`config.mk`:
```
export PLATFORM = sky130hd
export DESIGN_NAME = serial_shift_unit_flat
export DESIGN_NICKNAME = d
export VERILOG_FILES = /design/src/rtl/serial_shift_unit_if.sv /design/src/rtl/serial_shift_unit.sv /design/src/flat_wrapper.sv
export SDC_FILE = /design/constraint.sdc
export NUM_CORES = 1
export LEC_CHECK = 0
export ABC_CLOCK_PERIOD_IN_PS = 2600
export BUFFER_PORTS_ARGS = -buffer_cell sky130_fd_sc_hd__buf_4
export CORE_MARGIN = 4
export CORE_UTILIZATION = 45
export CTS_BUF_LIST = sky130_fd_sc_hd__clkbuf_4 sky130_fd_sc_hd__clkbuf_8 sky130_fd_sc_hd__clkbuf_16
export CTS_CLUSTER_DIAMETER = 40
export DETAILED_ROUTE_END_ITERATION = 6
export GPL_TIMING_DRIVEN = 1
export PLACE_DENSITY = 0.68
export SYNTH_ARGS = -nofsm -noshare
export SYNTH_HDL_FRONTEND = slang
export SYNTH_SLANG_ARGS = --single-unit
```
`constraint.sdc`:
```
create_clock -name clk -period 2.6 [get_ports clk]
set_input_delay 0.52 -clock clk [delete_from_list [all_inputs] [get_ports clk]]
set_output_delay 0.52 -clock clk [all_outputs]
set_load 0.05 [all_outputs]
```
`src/rtl/serial_shift_unit_if.sv`:
```
// +----------------------------------------------------------------------+
// | serial_shift_unit_if : request/result bus of the serial shift unit   |
// | Revision : 1.0                                                       |
// +----------------------------------------------------------------------+
`default_nettype none

interface serial_shift_unit_if #(
  parameter int WIDTH = 16,
  parameter int CNT_W = 4
);
  logic             Start;
  logic [WIDTH-1:0] Shift_In;
  logic [CNT_W-1:0] Shift_Val;
  logic [1:0]       Mode;
  logic [WIDTH-1:0] Shift_Out;
  logic             Zero;
  logic             Busy;
  logic             Done;

  modport master (
    output Start, Shift_In, Shift_Val, Mode,
    input  Shift_Out, Zero, Busy, Done
  );

  modport slave (
    input  Start, Shift_In, Shift_Val, Mode,
    output Shift_Out, Zero, Busy, Done
  );
endinterface

`default_nettype wire

```
`src/rtl/serial_shift_unit.sv`:
```
// +----------------------------------------------------------------------+
// | serial_shift_unit : one-bit-per-cycle SRL / SLL / ROL shifter        |
// | Revision : 1.0                                                       |
// +----------------------------------------------------------------------+
`default_nettype none

module serial_shift_unit #(
  parameter int WIDTH = 16,
  parameter int CNT_W = 4
) (
  input  wire                  clk,
  input  wire                  rst,
  serial_shift_unit_if.slave   bus
);

  typedef enum logic [1:0] {
    ST_IDLE  = 2'd0,
    ST_SHIFT = 2'd1,
    ST_DONE  = 2'd2
  } state_t;

  localparam logic [1:0] MODE_SRL = 2'b00;
  localparam logic [1:0] MODE_SLL = 2'b01;

  state_t           state, state_nxt;
  logic [WIDTH-1:0] data, data_nxt;
  logic [CNT_W-1:0] cnt, cnt_nxt;
  logic [1:0]       mode, mode_nxt;
  logic [WIDTH-1:0] result, result_nxt;
  logic             zero, zero_nxt;
  logic [WIDTH-1:0] stepped;

  // Single-position step of the working register for the latched mode.
  always_comb begin
    case (mode)
      MODE_SRL: stepped = {1'b0, data[WIDTH-1:1]};
      MODE_SLL: stepped = {data[WIDTH-2:0], 1'b0};
      default:  stepped = {data[WIDTH-2:0], data[WIDTH-1]};
    endcase
  end

  always_comb begin
    state_nxt  = state;
    data_nxt   = data;
    cnt_nxt    = cnt;
    mode_nxt   = mode;
    result_nxt = result;
    zero_nxt   = zero;
    case (state)
      ST_IDLE, ST_DONE: begin
        if (bus.Start) begin
          data_nxt = bus.Shift_In;
          cnt_nxt  = bus.Shift_Val;
          mode_nxt = bus.Mode;
          if (bus.Shift_Val != '0) begin
            state_nxt = ST_SHIFT;
          end else begin
            state_nxt  = ST_DONE;
            result_nxt = bus.Shift_In;
            zero_nxt   = (bus.Shift_In == '0);
          end
        end else if (state == ST_DONE) begin
          state_nxt = ST_IDLE;
        end
      end
      ST_SHIFT: begin
        data_nxt = stepped;
        cnt_nxt  = cnt - CNT_W'(1);
        if (cnt == CNT_W'(1)) begin
          state_nxt  = ST_DONE;
          result_nxt = stepped;
          zero_nxt   = (stepped == '0);
        end
      end
      default: state_nxt = ST_IDLE;
    endcase
  end

  always_ff @(posedge clk) begin
    if (rst) begin
      state  <= ST_IDLE;
      data   <= '0;
      cnt    <= '0;
      mode   <= 2'b00;
      result <= '0;
      zero   <= 1'b1;
    end else begin
      state  <= state_nxt;
      data   <= data_nxt;
      cnt    <= cnt_nxt;
      mode   <= mode_nxt;
      result <= result_nxt;
      zero   <= zero_nxt;
    end
  end

  assign bus.Shift_Out = result;
  assign bus.Zero      = zero;
  assign bus.Busy      = (state == ST_SHIFT);
  assign bus.Done      = (state == ST_DONE);

endmodule

`default_nettype wire

```
`src/flat_wrapper.sv`:
```
// flat-port wrapper written by rule: the top's interface ports become plain ports
module serial_shift_unit_flat 
#(
  parameter int WIDTH = 16,
  parameter int CNT_W = 4
)
  (clk, rst, bus_Start, bus_Shift_In, bus_Shift_Val, bus_Mode, bus_Shift_Out, bus_Zero, bus_Busy, bus_Done);
  serial_shift_unit_if #(.WIDTH(WIDTH), .CNT_W(CNT_W)) bus_i ();
  input  wire clk;
  input  wire rst;
  input wire logic [$bits(bus_i.Start)-1:0] bus_Start;
  input wire logic [$bits(bus_i.Shift_In)-1:0] bus_Shift_In;
  input wire logic [$bits(bus_i.Shift_Val)-1:0] bus_Shift_Val;
  input wire logic [$bits(bus_i.Mode)-1:0] bus_Mode;
  output wire logic [$bits(bus_i.Shift_Out)-1:0] bus_Shift_Out;
  output wire logic [$bits(bus_i.Zero)-1:0] bus_Zero;
  output wire logic [$bits(bus_i.Busy)-1:0] bus_Busy;
  output wire logic [$bits(bus_i.Done)-1:0] bus_Done;
  assign bus_i.Start = bus_Start;
  assign bus_i.Shift_In = bus_Shift_In;
  assign bus_i.Shift_Val = bus_Shift_Val;
  assign bus_i.Mode = bus_Mode;
  assign bus_Shift_Out = bus_i.Shift_Out;
  assign bus_Zero = bus_i.Zero;
  assign bus_Busy = bus_i.Busy;
  assign bus_Done = bus_i.Done;
  serial_shift_unit #(.WIDTH(WIDTH), .CNT_W(CNT_W)) u_core (.clk(clk), .rst(rst), .bus(bus_i));
endmodule
```
Word level (Yosys, flattened, before mapping)
Index checks and enable logic that the tools add are counted.

storage, ports and cells
  flip-flop bits (word level) = 41
  bits of input ports = 25
  output and inout bits = 19
  word-level logic and storage cells = 44

operators by class
  equality and inequality tests = 8
  reduce and logical (&&, ||, !) cells = 11
  add/sub/neg operators = 1
  mux-type cells = 18

operators by type and width
  operator                                                                  number
  16-bit one-hot mux with 2 select lines                                    3
  16-bit 2-to-1 mux                                                         4
  16-bit zero test                                                          2
  2-bit 2-to-1 mux                                                          4
  4-bit one-hot mux with 2 select lines                                     1
  2-bit AND reduction                                                       3
  2-bit by 1-bit == test with 1-bit output (second input constant)          2
  4-bit by 1-bit == test with 1-bit output (second input constant)          1
  2-bit zero test                                                           2
  4-bit 2-to-1 mux                                                          1
  2-bit inequality test (second input constant)                             2
  2-bit one-hot mux with 2 select lines                                     1
  4-bit AND reduction                                                       1
  4-bit nonzero test                                                        1
  4-bit by 1-bit subtractor with 4-bit output (second input constant)       1
  1-bit 2-to-1 mux                                                          3
  3-bit inequality test (second input constant)                             1
  2-bit == test (second input constant)                                     1
  2-bit by 1-bit inequality test with 1-bit output (second input constant)  1
  1-bit one-hot mux with 2 select lines                                     1
  2-bit nonzero test                                                        1
  2-bit OR reduction                                                        1

Logic depth before layout (Yosys ltp)
Gate-level depths: netlist (run 1).

  depth after elaboration = 5
  depth in mapped cells = 7
  mapped depth without buffers = 6

Worst setup path after synthesis (run 1)
OpenSTA, ideal clock, no wires.

  path type = input to register
  start point = in bus_Shift_Val[3]
  end point = reg u_core.result[10] (netlist: u_core.bus.Shift_Out[10])
  cell stages on the path = 5
  setup time = 116 ps
  arrival time = 1613 ps
  path buffers = 1
  data required time = 2484 ps
  slack = 872 ps
  cell sequence = or4_4 -> o22a_2 -> clkbuf_8 -> nand2_1 -> a21oi_2

on the way
  longest elaborated chain between the ends = 3

RTL lines
  element                          RTL line                 source
  start: declaration               flat_wrapper.sv:13       input wire logic [$bits(bus_i.Shift_Val)-1:0] bus_Shift_Val;
  4-bit nonzero test               serial_shift_unit.sv:55  if (bus.Shift_Val != '0) begin
  2-bit inequality test (no line)  n/a
  4-bit AND reduction (no line)    n/a
  end signal: assignment           serial_shift_unit.sv:92  result <= result_nxt;
  end: declaration                 serial_shift_unit.sv:29  logic [WIDTH-1:0] result, result_nxt;

Every way passes these cells.
A chain may end at the register's enable or synchronous reset.

Worst setup path after layout (run 1)
  start point = reg u_core.state[0]
  end point = out bus_Busy

on the way
  longest elaborated chain between the ends = 1

RTL lines
  element                                   RTL line                 source
  start: declaration                        serial_shift_unit.sv:25  state_t state, state_nxt;
  start signal: assignment                  serial_shift_unit.sv:88  state <= state_nxt;
  2-bit by 1-bit == test with 1-bit output  serial_shift_unit.sv:99  assign bus.Busy = (state == ST_SHIFT);
  end: declaration                          flat_wrapper.sv:17       output wire logic [$bits(bus_i.Busy)-1:0] bus_Busy;

Every way passes these cells.

==> results_dict.tcl, run 1 <==
set metrics [dict create \
    worst_pin_slew_ns 0.6100 \
    netSwitchingFraction 0.3125 \
    critPathMaxStageDelay_ns 0.40 \
    overflow 0 \
    root_buffer "clkbuf_8" \
    pwr-share-clk 0.287 \
    place_area_um2 2338 \
    cts.repair.resized 0 \
    synth_nets 289 \
    end_kind "primary output" \
    p_leak_uw 0.001021 \
    grt_pass1_vias 1812 \
    n_fill_cell 447 \
    gp_congestion 0.8337 \
    synth_edf_count 0 \
    drt_iter0_drc 150 \
    synth_seq_cells 41 \
    setup_tns_ns 0 \
    finalPower_uw 1488 \
    nets 325 \
    num_antenna_cells 0 \
    rsz0062_at_grt "false" \
    hold_buffers 0 \
    slowest_stage "dfxtp_1" \
    num_rows 24 \
    cts_tree "yes" \
    ys_types 38 \
    outcome "completed" \
    dp.cells 343 \
    initial_core_util 0.4706 \
    hold_viol 0 \
    synth_top_area_frac 0.3978 \
    p_comb_frac 0.232 \
    cts.sinks 41 \
    multi_input_area_um2 1104 \
    syn2layout_area_growth_pct 17.71 \
    die_y_um 75.71 \
    period_needed_ns 2.012 \
    fmax_mhz 497.1 \
    grt_use_total 0.1856 \
    cp_top_family "buffers and inverters" \
    synth_seq_area_share 0.3978 \
    yosysTopAreaCell "dfxtp_1" \
    drc 0 \
    synth_warnings 0 \
    ant_nets 0 \
    slew_headroom 0.5924 \
    viasPerCell 5.489 \
    synth_most_common_cell "nand2_1" \
    io_buffers 43 \
    min_path_type "register to register" \
    netlist_top_cells_count "81 x nand2_1, 41 x dfxtp_1, 25 x a21oi_1, 15 x o21ai_0" \
    dp.final_hpwl_um 3594 \
    fin_area_um2 2429 \
    p_int_uw 1023 \
    drt-pass1-iter-count 4 \
    clock_skew_ns 0.008499 \
    clkLatencyLatePin_ns 0.29 \
    path_clk_slew_ns 0.07 \
    required_ns 2.08 \
    fin_crit_sh 0.7737 \
    arrival_ns 1.49 \
    yosys-top-cells-area "dfxtp_1 40%, nand2_1 15%, mux2i_1 6.8%, a21oi_1 6.1%, a21oi_2 3.8%" \
    coreArea_um2 4384 \
    synth_ff_type "dfxtp_1" \
    htreeDepth 2 \
    max-cap-violations 0 \
    syn_area_um2 2063 \
    syn_area_per_cell_um2 7.875 \
    cts_buffers 5 \
    critPathBufInv 2 \
    async_reset_ff_frac 0 \
    vias 1921 \
    antenna_found_initial 0 \
    setup.worst_path.class "register to primary output" \
    instances_no_fill 350 \
    powerDensity_nw_per_um2 612.5 \
    cp-start-kind "register" \
    grt_first_pass_wirelength_um 8197 \
    grt_max_degree 42 \
    setup_viol 0 \
    p_switching_uw 464.9 \
    irDropWorstVdd_uv 356.4 \
    slew_viol_final 0 \
    io_pins 44 \
    die_x_um 75.71 \
    regArea_um2 820.8 \
    dieArea_um2 5732 \
    routed_wl_um 5059 \
    seq_power_share 0.481 \
    post_cts.repair.setup_buffers 0 \
    path_max_fanout 40 \
    crit_chain "nand2b_4, inv_1, buf_4" \
    avgRoutedWirePerCell_um 14.45 \
    synth_cells 262 \
    drive_gt1_frac 0.2315 \
    clk_path_buf_depth 2 \
]
==> metrics by stage <==
| step | utilization | worst slack, ns | hold WS [ns] |
|---|---|---|---|
| 2_1_floorplan | - | 0.8717 | 0.4554 |
| 4_1_cts | 0.5539 | 0.5858 | 0.4552 |
| 5_1_grt | 0.5539 | 0.4742 | 0.4730 |
| 6_report | 0.5539 | 0.5884 | 0.4534 |
| 3_5_place_dp | 0.5334 | 0.5475 | 0.4464 |
| 3_3_place_gp | 0.5334 | 0.5638 | 0.4410 |
==> worst min-delay path: stages, from the launching register on <==
cell and delay (ns):
dfxtp_1 0.31, nand2_1 0.05, a21oi_1 0.05
==> kinds of logic after synthesis <==
kind of cell / after synthesis / share of synthesized area
AND/OR/NAND/NOR: 121 / 0.2565
AO/OA/AOI/OAI: 65 / 0.1983
flip-flops: 41 / 0.3978
buffers and inverters: 19 / 0.06731
multiplexers: 14 / 0.06792
adder cells (fa/ha/maj): 2 / 0.01213
==> state kept, by name, summed over array words and instances (netlist names) <==
| name | flops |
|---|---|
| u_core.cnt | 4 |
| u_core.data | 16 |
| u_core.bus.Shift_Out | 16 |
| u_core.mode | 2 |
| u_core.bus.Zero | 1 |
| u_core.state | 2 |
==> per-layer routing <==
metal  routed length, um  global-route usage  share of wire
met4                  70             0.07767          0.014
met1                2498              0.2601           0.49
met2                2292              0.2790           0.45
met3                 197             0.03562          0.039
met5                   0                   0              0
==> path summary, 6_finish.rpt <==
kind / startpoint / to / slack [ns] / cells after the start
worst max register to register: u_core.state[1] / u_core.data[5] / 0.73 / 6
worst max-delay path: u_core.state[0] / bus_Busy / 0.59 / 3
worst min register to register: u_core.bus.Shift_Out[1] / u_core.bus.Shift_Out[1] / 0.45 / 2
worst min-delay path: u_core.bus.Shift_Out[1] / u_core.bus.Shift_Out[1] / 0.45 / 2
==> cells in the final DEF, fill, tap and decap left out, drive strengths merged <==
cell and n:
ha 2, nor4 5, a2bb2oi 1, nor2b 2, clkbuf 7, a221oi 2, o22a 1, nand4 1
nand2b 2, nor3 5, or4 1, a22oi 3, mux2i 14, nand2 83, nor2 16, o21ai 18
a211oi 4, a31oi 1, and3 1, nor3b 2, dfxtp 41, o22ai 1, inv 3, nand3 3
buf 45, a21oi 34
==> power by group through the flow <==
stage          Combinational [uW]  Clock [uW]  Sequential, uW
2_1_floorplan                 235           0             747
3_3_place_gp                  341           0             727
3_5_place_dp                  344           0             728
4_1_cts                       345         438             714
5_1_grt                       380         462             721
6_report                      345         427             715
==> cell type report <==
| cell class | count | area share |
|---|---|---|
| Tap cell | 52 | 0.02679 |
| Multi-Input combinational cell | 202 | 0.4544 |
| Timing Repair Buffer | 45 | 0.1391 |
| Inverter | 3 | 0.004637 |
| Clock buffer | 7 | 0.03709 |
| Sequential cell | 41 | 0.3380 |
No activity file was read; power rests on OpenSTA's default activity.
==> run 2: changes to the inputs <==
--- a/config.mk
+++ b/config.mk
@@ -5,7 +5,7 @@
 export SDC_FILE = /design/constraint.sdc
 export NUM_CORES = 1
 export LEC_CHECK = 0
-export ABC_CLOCK_PERIOD_IN_PS = 2600
+export ABC_CLOCK_PERIOD_IN_PS = 1800
 export BUFFER_PORTS_ARGS = -buffer_cell sky130_fd_sc_hd__buf_4
 export CORE_MARGIN = 4
 export CORE_UTILIZATION = 45
@@ -13,7 +13,7 @@
 export CTS_CLUSTER_DIAMETER = 40
 export DETAILED_ROUTE_END_ITERATION = 6
 export GPL_TIMING_DRIVEN = 1
-export PLACE_DENSITY = 0.68
+export PLACE_DENSITY = 0.7
 export SYNTH_ARGS = -nofsm -noshare
 export SYNTH_HDL_FRONTEND = slang
 export SYNTH_SLANG_ARGS = --single-unit
==> constraint.sdc (replaced) <==
create_clock -name clk -period 1.8 [get_ports clk]
set_input_delay 0.36 -clock clk [delete_from_list [all_inputs] [get_ports clk]]
set_output_delay 0.36 -clock clk [all_outputs]
set_load 0.05 [all_outputs]
==> results_dict.tcl, run 2 (same netlist as run 1, synthesis figures left out) <==
set metrics [dict create \
    ant_nets 0 \
    timing.rr.start "u_core.state[0]" \
    setup_viol 0 \
    path_clk_slew_ns 0.08 \
    nets 331 \
    num_rows 24 \
    drc 0 \
    cts.repair.resized 0 \
    grt_use_total 0.1837 \
    fin_crit_sh 0.9445 \
    outcome "completed" \
    grt_max_degree 42 \
    routed_wl_um 5020 \
    slew_viol_final 0 \
    syn2layout_area_growth_pct 20.56 \
    slew_headroom 0.6810 \
    dp.final_hpwl_um 3624 \
    grt_pass1_vias 1723 \
    slowest_stage "dfxtp_1" \
    cp_top_family "buffers and inverters" \
    min_from "bus_Mode[1]" \
    worst_pin_slew_ns 0.4785 \
    gp_congestion 0.8630 \
    fmax_mhz 588.2 \
    clkLatencyLatePin_ns 0.28 \
    drt-pass1-iter-count 4 \
    vias 1911 \
    mostFrequentLayoutCell "nand2_1" \
    setup_tns_ns 0 \
    overflow 0 \
    drt_iter0_drc 146 \
    post_cts.repair.setup_buffers 0 \
    clk_path_buf_depth 2 \
    antenna_found_initial 0 \
    die_x_um 75.71 \
    clock_skew_ns 0.004065 \
    hold_buffers 0 \
    viasPerCell 5.353 \
    max-cap-violations 0 \
    cts_buffers 5 \
    finalPower_uw 2165 \
    p_leak_uw 0.001054 \
    multi_input_area_um2 1104 \
    htreeDepth 2 \
    min_path_type "primary input to register" \
    holdPathEnd "u_core.mode[1]" \
    r2r_cells 6 \
    regArea_um2 820.8 \
    critPathMaxStageDelay_ns 0.41 \
    rr_endpoint "u_core.cnt[0]" \
    coreArea_um2 4384 \
    cp-start-kind "register" \
    io_buffers 43 \
    irDropWorstVdd_uv 559.8 \
    drive_gt1_frac 0.2492 \
    cts_tree "yes" \
    num_antenna_cells 0 \
    period_needed_ns 1.700 \
    powerDensity_nw_per_um2 870.4 \
    io_pins 44 \
    initial_core_util 0.4706 \
    rsz0062_at_grt "false" \
    hold_path_depth 3 \
    n_fill_cell 440 \
    final_cell_mix "81 x nand2_1, 50 x buf_4, 41 x dfxtp_1" \
    critPathBufInv 2 \
    rrSetupSlack_ns 0.28 \
    crit_chain "nand2b_4, inv_1, buf_4" \
    hold_viol 0 \
    required_ns 1.44 \
    grt_first_pass_wirelength_um 8024 \
    cts.sinks 41 \
    avgRoutedWirePerCell_um 14.06 \
    timing.hold.ws_ns 0.3338 \
    dieArea_um2 5732 \
    setup.worst_path.class "register to primary output" \
    die_y_um 75.71 \
    root_buffer "clkbuf_8" \
    arrival_ns 1.34 \
    end_kind "primary output" \
    path_max_fanout 17 \
]
run 2: changes by cell type in the layout (fill, tap and decap cells not counted), sizes merged:
cell,delta
buf,+6
clkbuf,+1
run 2: metal layers:
metal / up-vias / part of all wire / GRT usage
li1: 983 / - / -
met1: 890 / 0.48 / 0.2585
met2: 33 / 0.46 / 0.2828
met3: 5 / 0.048 / 0.03958
met4: 0 / 0.0094 / 0.05437
met5: - / 0 / 0
run 2: tightest hold or removal path, stage by stage:
cell	delay, ns
buf_4	0.11
nand2_1	0.05
a21oi_1	0.05
run 2: worst max-delay path by stage:
stage	end	slack, ns	from	cells after the start
floorplan	u_core.bus.Shift_Out[10]	0.23	bus_Shift_Val[3]	5
global placement	u_core.bus.Zero	0.03	bus_Shift_Val[3]	5
detailed placement	u_core.bus.Zero	0.02	bus_Shift_Val[3]	5
finish	bus_Busy	0.1	u_core.state[0]	3
CTS	bus_Busy	0.09	u_core.state[0]	3
global route	bus_Busy	0.02	u_core.state[0]	3
run 2: stage by stage:
step	std cells	cell area, um2	worst slack (ns)	utilization
finish	357	2487	0.09988	0.5674
global route	357	2487	0.01541	0.5674
CTS	357	2487	0.08960	0.5674
detailed placement	349	2396	0.01860	0.5465
global placement	349	2396	0.03175	0.5465
floorplan	262	2063	0.2317	-
run 2: area by class of cell:
class | instances | share of cell area
timing repair buffer | 51 | 0.1590
multi-input combinational | 202 | 0.4437
inverter | 3 | 0.004527
clock buffer | 8 | 0.03672
tap | 52 | 0.02616
sequential | 41 | 0.3300
run 2: where the power goes:
group	leakage [uW]	switching (uW)	internal [uW]	total [uW]
clock	0.0000498	296	321	617
sequential	0.000335	62.0	970	1030
combinational	0.000670	311	205	516
==> run 3: changes to the inputs <==
==> constraint.sdc (replaced) <==
create_clock -name clk -period 1.8 [get_ports clk]
set_input_delay 0.18 -clock clk [delete_from_list [all_inputs] [get_ports clk]]
set_output_delay 0.18 -clock clk [all_outputs]
set_load 0.05 [all_outputs]
==> results_dict.tcl, run 3 (same netlist as run 1, synthesis figures left out) <==
set metrics [dict create \
    outcome "completed" \
    ant_nets 0 \
    viasPerCell 5.544 \
    die_y_um 75.71 \
    drt-pass1-iter-count 4 \
    overflow 0 \
    cp-start-kind "register" \
    path_clk_slew_ns 0.08 \
    slew_viol_final 0 \
    coreArea_um2 4384 \
    powerDensity_nw_per_um2 881.9 \
    io_pins 44 \
    instances_no_fill 355 \
    grt_max_degree 42 \
    grt_use_total 0.1910 \
    mostFrequentLayoutCell "nand2_1" \
    clk_path_buf_depth 2 \
    irDropWorstVdd_uv 386.4 \
    setup_tns_ns 0 \
    vias 1968 \
    slowest_stage "dfxtp_1" \
    post_cts.repair.setup_buffers 0 \
    arrival_ns 1.37 \
    drive_gt1_frac 0.2442 \
    hold_viol 0 \
    dp.final_hpwl_um 3648 \
    num_antenna_cells 0 \
    cts.sinks 41 \
    io_buffers 43 \
    slew_headroom 0.6575 \
    grt_first_pass_wirelength_um 8162 \
    dieArea_um2 5732 \
    gp_congestion 0.8238 \
    final_cell_mix "81 x nand2_1, 48 x buf_4, 41 x dfxtp_1" \
    routed_wl_um 5179 \
    cts_tree "yes" \
    critPathMaxStageDelay_ns 0.40 \
    worst_pin_slew_ns 0.5091 \
    dp.cells 347 \
    root_buffer "clkbuf_8" \
    crit_chain "nand2b_4, inv_1, buf_4" \
    num_rows 24 \
    die_x_um 75.71 \
    grt_pass1_vias 1757 \
    end_kind "primary output" \
    min_path_type "primary input to register" \
    drt_iter0_drc 231 \
    p_leak_uw 0.001045 \
    setup.worst_path.class "register to primary output" \
    max-cap-violations 0 \
    required_ns 1.62 \
    fin_crit_sh 0.8631 \
    rsz0062_at_grt "false" \
    clkLatencyLatePin_ns 0.30 \
    fmax_mhz 643.7 \
    hold_buffers 0 \
    antenna_found_initial 0 \
    period_needed_ns 1.554 \
    avgRoutedWirePerCell_um 14.59 \
    htreeDepth 2 \
    cts_buffers 5 \
    path_max_fanout 20 \
    drc 0 \
    cts.repair.resized 0 \
    setup_viol 0 \
    clock_skew_ns 0.006453 \
    initial_core_util 0.4706 \
    syn2layout_area_growth_pct 19.83 \
    nets 329 \
]
[run 3: cell types whose count changed in the layout (fill, tap and decap cells not counted)]
cell / delta
buf_4: -2
[run 3: per-stage QoR]
stage / util / hold WS, ns / worst slack [ns] / area, um2 / total power (uW)
after floorplan: - / 0.3146 / 0.3532 / 2063 / 1418
after global placement: 0.5431 / 0.4322 / 0.2135 / 2381 / 1558
after detailed placement: 0.5431 / 0.4402 / 0.1691 / 2381 / 1561
after CTS: 0.5639 / 0.1193 / 0.2302 / 2472 / 2183
after global routing: 0.5639 / 0.1364 / 0.1182 / 2472 / 2294
final: 0.5639 / 0.1232 / 0.2464 / 2472 / 2180
[run 3: worst paths after layout]
kind / from / endpoint / cells after the start / slack, ns
setup / recovery: u_core.state[0] / bus_Busy / 3 / 0.25
hold / removal: bus_Mode[1] / u_core.mode[1] / 3 / 0.12
setup reg to reg: u_core.state[1] / u_core.data[8] / 6 / 0.28
hold reg to reg: u_core.bus.Shift_Out[0] / u_core.bus.Shift_Out[0] / 2 / 0.45
[run 3: report_power, final]
part           internal, uW  switching, uW
clock                   321            314
sequential              970           62.5
combinational           200            313
[run 3: critical path, delay by kind of cell, from the launching register on]
family / cells / cell delay (ns)
simple gates: 1 / 0.18
flops: 1 / 0.40
buf+inv: 2 / 0.50
[run 3: layout make-up]
cell class / count / area, um2
inverter: 3 / 11.26
fill: 419 / 1912
clock buffer: 8 / 91.34
sequential: 41 / 820.8
multi-input combinational: 202 / 1104
tap: 52 / 65.06
timing repair buffer: 49 / 380.4
[run 3: layer usage]
metal / routed length, um / global-route usage / up-vias
met5: 0 / 0 / -
met4: 133 / 0.08932 / 0
met3: 344 / 0.04881 / 11
met2: 2371 / 0.2876 / 59
met1: 2329 / 0.2561 / 922
li1: - / - / 976
